<file path="src/rtl/opb_register_simulink2ppc.sv">
// Fabric-to-PowerPC OPB readback register: captures a user word on a valid strobe
// and exposes it with an update counter, new-data flag and sticky overrun flag.
module opb_register_simulink2ppc #(
    parameter logic [31:0] C_BASEADDR   = 32'hFFFF_FFFF,
    parameter logic [31:0] C_HIGHADDR   = 32'h0000_0000,
    parameter int          C_OPB_AWIDTH = 32,
    parameter int          C_OPB_DWIDTH = 32,
    parameter              C_FAMILY     = "virtex5"
) (
    input  logic        OPB_Clk,
    input  logic        OPB_Rst,
    output logic [0:31] Sl_DBus,
    output logic        Sl_errAck,
    output logic        Sl_retry,
    output logic        Sl_toutSup,
    output logic        Sl_xferAck,
    input  logic [0:31] OPB_ABus,
    input  logic [0:3]  OPB_BE,
    input  logic [0:31] OPB_DBus,
    input  logic        OPB_RNW,
    input  logic        OPB_select,
    input  logic        OPB_seqAddr,
    input  logic [31:0] user_data_in,
    input  logic        user_valid
);

    localparam logic [5:0] OFF_DATA   = 6'd0;
    localparam logic [5:0] OFF_STATUS = 6'd1;
    localparam logic [5:0] OFF_CTRL   = 6'd2;

    // Width/family parameters are informational; the datapath is fixed at 32 bits.
    localparam int unused_cfg = C_OPB_AWIDTH + C_OPB_DWIDTH + $bits(C_FAMILY);

    typedef enum logic {
        IDLE,
        ACK
    } state_t;

    state_t      state;
    logic [31:0] shadow;
    logic [15:0] update_count;
    logic        new_flag;
    logic        overrun;
    logic        freeze;

    logic [5:0]  lat_offset;
    logic        lat_rnw;
    logic        lat_be3;
    logic [1:0]  lat_wdata;

    logic        hit;
    logic [5:0]  offset;
    logic [31:0] rd_word;
    logic        capture;
    logic        data_rd_ack;
    logic        ovr_clr;
    logic        ctrl_wr;
    logic        unused_bits;

    assign Sl_errAck  = 1'b0;
    assign Sl_retry   = 1'b0;
    assign Sl_toutSup = 1'b0;

    always_comb begin
        unused_bits = ^{OPB_seqAddr, OPB_ABus[30:31], OPB_BE[0:2], OPB_DBus[0:29]};
    end

    always_comb begin
        offset = OPB_ABus[24:29];
        hit    = OPB_select && (OPB_ABus >= C_BASEADDR) && (OPB_ABus <= C_HIGHADDR);
    end

    // Read data is chosen from the live address in IDLE and registered into the ack cycle.
    always_comb begin
        rd_word = '0;
        case (offset)
            OFF_DATA:   rd_word = shadow;
            OFF_STATUS: rd_word = {update_count, 14'b0, overrun, new_flag};
            OFF_CTRL:   rd_word = {31'b0, freeze};
            default:    rd_word = '0;
        endcase
    end

    always_comb begin
        capture     = user_valid && !freeze;
        data_rd_ack = (state == ACK) && lat_rnw && (lat_offset == OFF_DATA);
        ovr_clr     = (state == ACK) && !lat_rnw && (lat_offset == OFF_STATUS)
                      && lat_be3 && lat_wdata[1];
        ctrl_wr     = (state == ACK) && !lat_rnw && (lat_offset == OFF_CTRL) && lat_be3;
    end

    always_ff @(posedge OPB_Clk) begin
        if (OPB_Rst) begin
            state        <= IDLE;
            Sl_xferAck   <= 1'b0;
            Sl_DBus      <= '0;
            shadow       <= '0;
            update_count <= '0;
            new_flag     <= 1'b0;
            overrun      <= 1'b0;
            freeze       <= 1'b0;
            lat_offset   <= '0;
            lat_rnw      <= 1'b0;
            lat_be3      <= 1'b0;
            lat_wdata    <= '0;
        end else begin
            Sl_xferAck <= 1'b0;
            Sl_DBus    <= '0;

            case (state)
                IDLE: begin
                    if (hit) begin
                        lat_offset <= offset;
                        lat_rnw    <= OPB_RNW;
                        lat_be3    <= OPB_BE[3];
                        lat_wdata  <= OPB_DBus[30:31];
                        Sl_xferAck <= 1'b1;
                        if (OPB_RNW) begin
                            Sl_DBus <= rd_word;
                        end
                        state <= ACK;
                    end
                end
                ACK: begin
                    if (ctrl_wr) begin
                        freeze <= lat_wdata[0];
                    end
                    state <= IDLE;
                end
                default: state <= IDLE;
            endcase

            // A capture outranks a same-cycle DATA-read clear of new_flag.
            if (capture) begin
                shadow       <= user_data_in;
                update_count <= update_count + 16'd1;
                new_flag     <= 1'b1;
            end else if (data_rd_ack) begin
                new_flag <= 1'b0;
            end

            if (capture && new_flag && !data_rd_ack) begin
                overrun <= 1'b1;
            end else if (ovr_clr) begin
                overrun <= 1'b0;
            end
        end
    end

endmodule

</file>
<file path="config.mk">
export PLATFORM = sky130hd
export DESIGN_NAME = opb_register_simulink2ppc
export DESIGN_NICKNAME = d
export VERILOG_FILES = /design/src/rtl/opb_register_simulink2ppc.sv
export SDC_FILE = /design/constraint.sdc
export NUM_CORES = 1
export LEC_CHECK = 0
export ABC_AREA = 1
export CAP_MARGIN = 20
export CORE_UTILIZATION = 18
export DETAILED_ROUTE_END_ITERATION = 7
export PLACE_DENSITY = 0.81
export RECOVER_POWER = 50
export SYNTH_ARGS = -nofsm -noshare
export SYNTH_HDL_FRONTEND = slang
export SYNTH_SLANG_ARGS = --single-unit
</file>
<file path="constraint.sdc">
create_clock -name OPB_Clk -period 0.8 [get_ports OPB_Clk]
set_input_delay 0.24 -clock OPB_Clk [delete_from_list [all_inputs] [get_ports OPB_Clk]]
set_output_delay 0.24 -clock OPB_Clk [all_outputs]
set_load 0.01 [all_outputs]
</file>
**After elaboration in Yosys (flattened, before gate mapping)**

Index checks and enable logic that the tools add are counted.
W data, S select, Z words.

- Register bits after elaboration: 95
- Bits in latches: 0
- Memory bits (writable): 0
- Memory bits (read-only): 0
- Input bits: 106
- Output and inout bits: 36
- Logic and storage cells: 53
- Memories kept: 0

- Add/sub/neg operators: 1
- $mul: 0
- Divide/modulo/power cells: 0
- $lt $le $gt $ge: 2
- Equality and inequality tests: 4
- Shifts and indexed selects: 0
- Mux-type cells: 7
- Bitwise logic cells: 3
- Reductions and logical operators: 24

Operators by type and width:

| operator | count |
|---|---|
| $pmux W32 S3 | 1 |
| $ge A32 B32 Y1 const B | 1 |
| $le A32 B1 Y1 const B | 1 |
| $add A16 B1 Y16 const B | 1 |
| $logic_and A1 B1 Y1 | 13 |
| $eq A6 B1 Y1 const B | 2 |
| $eq A6 B2 Y1 const B | 2 |
| $logic_not A6 Y1 | 2 |
| $mux W1 | 5 |
| $reduce_and A2 Y1 | 2 |
| $reduce_bool A2 Y1 | 2 |
| $reduce_or A4 Y1 | 1 |
| $logic_not A1 Y1 | 3 |
| $not A1 Y1 | 3 |
| $pmux W1 S2 | 1 |
| $reduce_or A2 Y1 | 1 |

**Logic depth before layout (Yosys ltp)**

- Depth after elaboration: 7
- Mapped depth: 1
- Depth with buffers taken out: 0

**Least setup slack after synthesis**

No wires, ideal clock.

- Path type: flip-flop to output port
- Start: register Sl_DBus[0] (netlist bit)
- End: output Sl_DBus[0] (netlist bit)
- Data arrival time: 0.331 ns
- Required time: 0.560 ns
- Path slack: 0.229 ns
- Stages on the path, launching flop included: 1
- Buffers on the path: 0
- Cell sequence: dfxtp_1

RTL lines:

| element | RTL line | source |
|---|---|---|
| start, declared | 12 | `output logic [0:31] Sl_DBus,` |
| start signal, assigned | 119 | `Sl_DBus <= rd_word;` |

No word-level cell between the ends.

**Final worst setup path**

- Start: register Sl_DBus[8] (netlist bit)
- End: output Sl_DBus[8] (netlist bit)

No word-level cell between the ends.

==> flow_summary_export.csv <==
group,metric,value,unit
route,wire_per_inst,6.14,um
floorplanning,start_util,18.8,%
yosys,synthDistinctLibCells,3,
finish,drive_gt1_share,42.7,%
floorplanning,die_w,63.8,um
power,power.density,2920,nW/um2
route,initialDrtViolationCount,12,
clock_tree,cts_buffers,5,
yosys,syn-instance-count,37,
floorplanning,ios,142,
finish,final_common_cell,"conb_1",
placement,place.gp.congestion,0.583,
global_routing,grt-ovfl-total,0,
worst_setup_path,cp.required,0.56,ns
route,drc,0,
global_routing,use_met3,5.71,%
route,ant_nets,0,
sta,min_period,0.942,ns
route,dr.pass1.iters,2,
global_routing,antenna_found_initial,0,
yosys,synth_area,687,um2
worst_setup_path,critical_path.max_fanout,1,
global_routing,grt_most_used_layer,"met2",
floorplanning,num_rows,22,
yosys,netlist_top_cells_area,"dfxtp_1 (96%), buf_4 (3.3%), conb_1 (0.55%)",
yosys,yosys.area.top_type_share,96.2,%
finish,antennaDiodeCount,0,
global_routing,use_met2,8.91,%
clock_tree,cts_setup_buffers,0,
yosys,yosysSeqAreaShare,96.2,%
worst_setup_path,crit_type,"register to primary output",
floorplanning,core_area,3660,um2
sta,rsz0062_at_grt,"yes",
worst_setup_path,crit_arrival,0.70,ns
power,vdd_ir_drop_max,0.966,mV
global_routing,grt_pass1_wl,1510,um
finish,fin_area,1190,um2
outcome,status,"complete, but fails checks",
finish,multiInputGateArea,135,um2
clock_tree,cts_root_buf,"clkbuf_8",
yosys,synth_top_cell_by_area,"dfxtp_1",
worst_setup_path,worstPathBufferInverterCount,1,
finish,fillers,376,
yosys,syn_avg_cell_area,18.6,um2
worst_setup_path,cp-start-kind,"register",
worst_setup_path,critPathMaxStageDelay,0.32,ns
power,p_leak,0.598,nW
sta,final-setup-viol-count,33,
yosys,ys_ff_latch,33,
sta,period_share,118,%
placement,dp_slack,-0.287,ns
global_routing,use_met1,3.65,%
sta,max_freq,1.06,GHz
worst_setup_path,path_cells,"buf_6",
finish,area_delta_synth_final,73.2,%
floorplanning,chipHeight,63.8,um
yosys,yosysWarnings,0,
route,drt_wl_total,970,um
placement,placed_area,1190,um2
clock_tree,cts_sinks,33,
finish,fin_util,32.5,%
outcome,violations,"setup timing",
worst_setup_path,slowest_stage,"dfxtp_2",
global_routing,grt_usage,5.68,%
worst_setup_path,endpoint_kind,"primary output",
global_routing,grt_pass1_vias,370,
sta,finalHoldViolations,0,
floorplanning,dieArea,4070,um2
route,via_per_inst,2.66,
finish,layout_common_cells,"conb_1 (36), dfxtp_1 (26), buf_2 (26)",
worst_setup_path,crit_family,"flip-flops",
min_path,min_path_type,"register to primary output",
flow_run,maxCapViolations,0,
placement,portBuffers,33,
clock_tree,cts_tree,"built",
finish,register_area,669,um2
sta,fin_ws,-0.142,ns
clock_tree,h-tree-depth,2,
finish,nets,215,
route,vias,421,
clock_tree,path_clk_slew,0.06,ns
sta,drv_slew,0,
clock_tree,clk_path_buf_depth,2,
global_routing,grt_max_degree,11,
[synth_stat cells]
| cell type | n |
|---|---|
| dfxtp_1 | 33 |
| buf_4 | 3 |
| conb_1 | 1 |
[cell families after synthesis]
family,synth area share [%]
DFF,96.2
other,0.546
buffers and inverters,3.28
[metal layers]
layer	vias to the layer above	share of wire (%)
met5	-	0
li1	214	-
met4	0	2.9
met2	32	46
met1	171	33
met3	4	19
[where the power goes]
group	internal (mW)	switching [mW]	total, mW	leakage (nW)
Sequential	1.74	0.0215	1.76	0.279
Clock	1.01	0.531	1.54	0.0585
Combinational	0.0779	0.0953	0.173	0.261
Total	2.83	0.648	3.48	0.598
[worst paths after layout]
path / endpoint / startpoint / cells after the start
max: Sl_DBus[8] / Sl_DBus[8] / 1
min: Sl_DBus[0] / Sl_DBus[0] / 1
[sequential cells by signal, summed over array words and instances (netlist names)]
name	flops
Sl_DBus	32
Sl_xferAck	1
[layout make-up]
| type | count | area share [%] |
|---|---|---|
| Clock inverter | 1 | 2.52 |
| Clock buffer | 7 | 7.26 |
| Tap cell | 48 | 5.05 |
| Multi-Input combinational cell | 36 | 11.4 |
| Timing Repair Buffer | 33 | 17.6 |
| Sequential cell | 33 | 56.3 |
[what timing repair did]
action | in CTS | in global routing
pin swaps | 0 | 0
hold buffers | 0 | 0
cloned | 0 | 0
gates resized for setup | 136 | 10
endpoints found under the setup margin | 33 | 33
[per-stage QoR]
stage / setup TNS [ns] / hold WS, ns / total power [mW] / cells
floorplan: 0 / 0.544 / 1.87 / 72
global placement: -8.18 / 0.974 / 2.02 / 150
detailed placement: -8.41 / 0.974 / 2.03 / 150
CTS: -5.10 / 0.941 / 3.53 / 158
global route: -5.70 / 0.958 / 3.66 / 158
finish: -4.40 / 0.922 / 3.48 / 158
No activity file was read; power rests on OpenSTA's default activity.
==> edit, RTL diff (same settings) <==
Make the reset (`OPB_Rst`) asynchronous in one clocked block.
--- a/src/rtl/opb_register_simulink2ppc.sv
+++ b/src/rtl/opb_register_simulink2ppc.sv
@@ -89,7 +89,7 @@
         ctrl_wr     = (state == ACK) && !lat_rnw && (lat_offset == OFF_CTRL) && lat_be3;
     end
 
-    always_ff @(posedge OPB_Clk) begin
+    always_ff @(posedge OPB_Clk or posedge OPB_Rst) begin
         if (OPB_Rst) begin
             state        <= IDLE;
             Sl_xferAck   <= 1'b0;
Formal check against the unedited RTL: same outputs for any inputs over 10 cycles, from zero or initial values and one cycle with OPB_Rst high; that may be too few to reach the edited logic, so the function may still have changed.
==> edit against the unedited design <==
The run ends with DRC, setup timing left; cell area is 9.8% higher; first-iteration DRC count is 8.3% higher; total power is 11% lower; largest power group unchanged; synthesized area is 25% higher; via count is 8.3% higher; wire length is 25% higher; worst setup slack worse by 0.071 ns; count of clock-buffer cells in the layout is 1 lower; synthesized cell count is 2.7% higher; sequential cell count stayed put.
==> edit: results (changes against the unedited design) <==
Power
  • Leak: 0.689 nW (was 0.598 nW)
  • Peak supply drop: 0.000682 V (was 0.000966 V)

Drt
  • Drt pass-1 iters: 5 (was 2)
  • Via density: 2.75 (was 2.66)
  • Iter 0 DRT Violations: 13 (was 12)
  • # DRC: 13 (was 0)
  • Vias post-DR: 456 (was 421)
  • Wire per inst: 7.30 um (was 6.14 um)

Min path
  • Class of the worst hold path: in -> async (was reg -> out)

STA
  • Final setup margin: -0.213 ns (was -0.142 ns)
  • Setup violators final: 33 (unchanged)
  • Setup TNS: -6.51 ns (was -4.40 ns)
  • Minimum hold slack: 0.335 ns (was 0.922 ns)

Global route
  • Initial antenna violation count: 0 (unchanged)
  • Met2 GRT Util: 0.0780 (was 0.0891)
  • Global-route wire length before repair: 1.97 mm (was 1.51 mm)
  • Largest net degree at the start of global routing: 23 (was 11)
  • Number of global-route vias before repair: 426 (was 370)
  • Global-route usage over all layers: 0.0566 (was 0.0568)
  • M1 GR Usage: 0.0592 (was 0.0365)
  • Met3 usage: 0.0470 (was 0.0571)

Cells and area
  • Final-stage net count: 219 (was 215)
  • Share of layout cells above drive strength 1: 0.377 (was 0.427)
  • Filler cells: 453 (was 376)

Clocking
  • Root buf cell: clkbuf_8 (unchanged)

Run status
  • Outcome: finished, violations left (unchanged)
  • Failing checks: DRC, setup timing (was setup timing)

Synth
  • Ys async rst share: 1.00 (was 0)
  • Cells after synthesis: 38 (was 37)
  • Sequential share of the synthesized area: 0.965 (was 0.962)
  • Synth unique cells: 4 (was 3)
  • Ranking of synthesized cells by area: dfrtp_1 (96%), buf_4 (2.6%), conb_1 (0.44%) (was dfxtp_1 (96%), buf_4 (3.3%), conb_1 (0.55%))
  • Top cells by count, synth: dfrtp_1 (33), buf_4 (3), conb_1 (1), inv_1 (1) (was dfxtp_1 (33), buf_4 (3), conb_1 (1))

Place
  • Number of I/O port buffers: 34 (was 33)
  • Placed Cells: 158 (was 150)
  • Pre-CTS WS: -0.295 ns (was -0.287 ns)
  • Routability cong.: 0.584 (was 0.583)

Setup path
  • CP max-delay cell: dfrtp_1 (was dfxtp_2)
  • CP arrival: 0.77 ns (was 0.70 ns)
  • Worst setup endpoint: Sl_DBus[7] (was Sl_DBus[8])
  • Crit Path Max Fanout: 1 (unchanged)
  • Slowest cell delay on critical path: 0.36 ns (was 0.32 ns)
## edit: cell count changes after synthesis
| cell | delta |
|---|---|
| dfrtp_1 | +33 |
| dfxtp_1 | -33 |
| inv_1 | +1 |
## edit: power by group
part	internal (mW)	switching (mW)
Sequential	1.75	0.0162
Combinational	0.0687	0.132
Clock	0.601	0.538
## edit: cell type report
class,instances,share of cell area
clock buffer,6,0.0556
clock inverter,2,0.00766
inverter,1,0.00575
multi-input combinational,36,0.103
sequential,33,0.632
tap,52,0.0498
timing repair buffer,36,0.146
## edit: layer usage
layer | vias to the layer above | share of wire
li1 | 222 | -
met3 | 5 | 0.14
met4 | 0 | 0.026
met2 | 35 | 0.44
met1 | 194 | 0.39
met5 | - | 0
## edit: repair_timing
| item | 4_1_cts | 5_1_grt |
|---|---|---|
| endpoints found under the setup margin | 33 | 33 |
| gates resized for setup | 132 | 0 |
| setup buffers | 0 | 0 |
| hold endpoints to repair | 0 | 0 |
## edit: worst min path at each step
stage,endpoint
after floorplan,Sl_DBus[0]$_DFF_PP0_
after global placement,Sl_DBus[27]$_DFF_PP0_
after detailed placement,Sl_DBus[27]$_DFF_PP0_
after CTS,Sl_DBus[17]$_DFF_PP0_
after global routing,Sl_DBus[20]$_DFF_PP0_
final,Sl_DBus[28]$_DFF_PP0_
## edit: cells by family after synthesis
kind of cell	Yosys count
flops	33
buf+inv	4
other cells	1
## edit: metrics by stage
step                      area [um2]   util
final                           1310  0.292
after CTS                       1320  0.295
after global routing            1310  0.292
after global placement          1400  0.313
after floorplan                  991      -
after detailed placement        1400  0.313
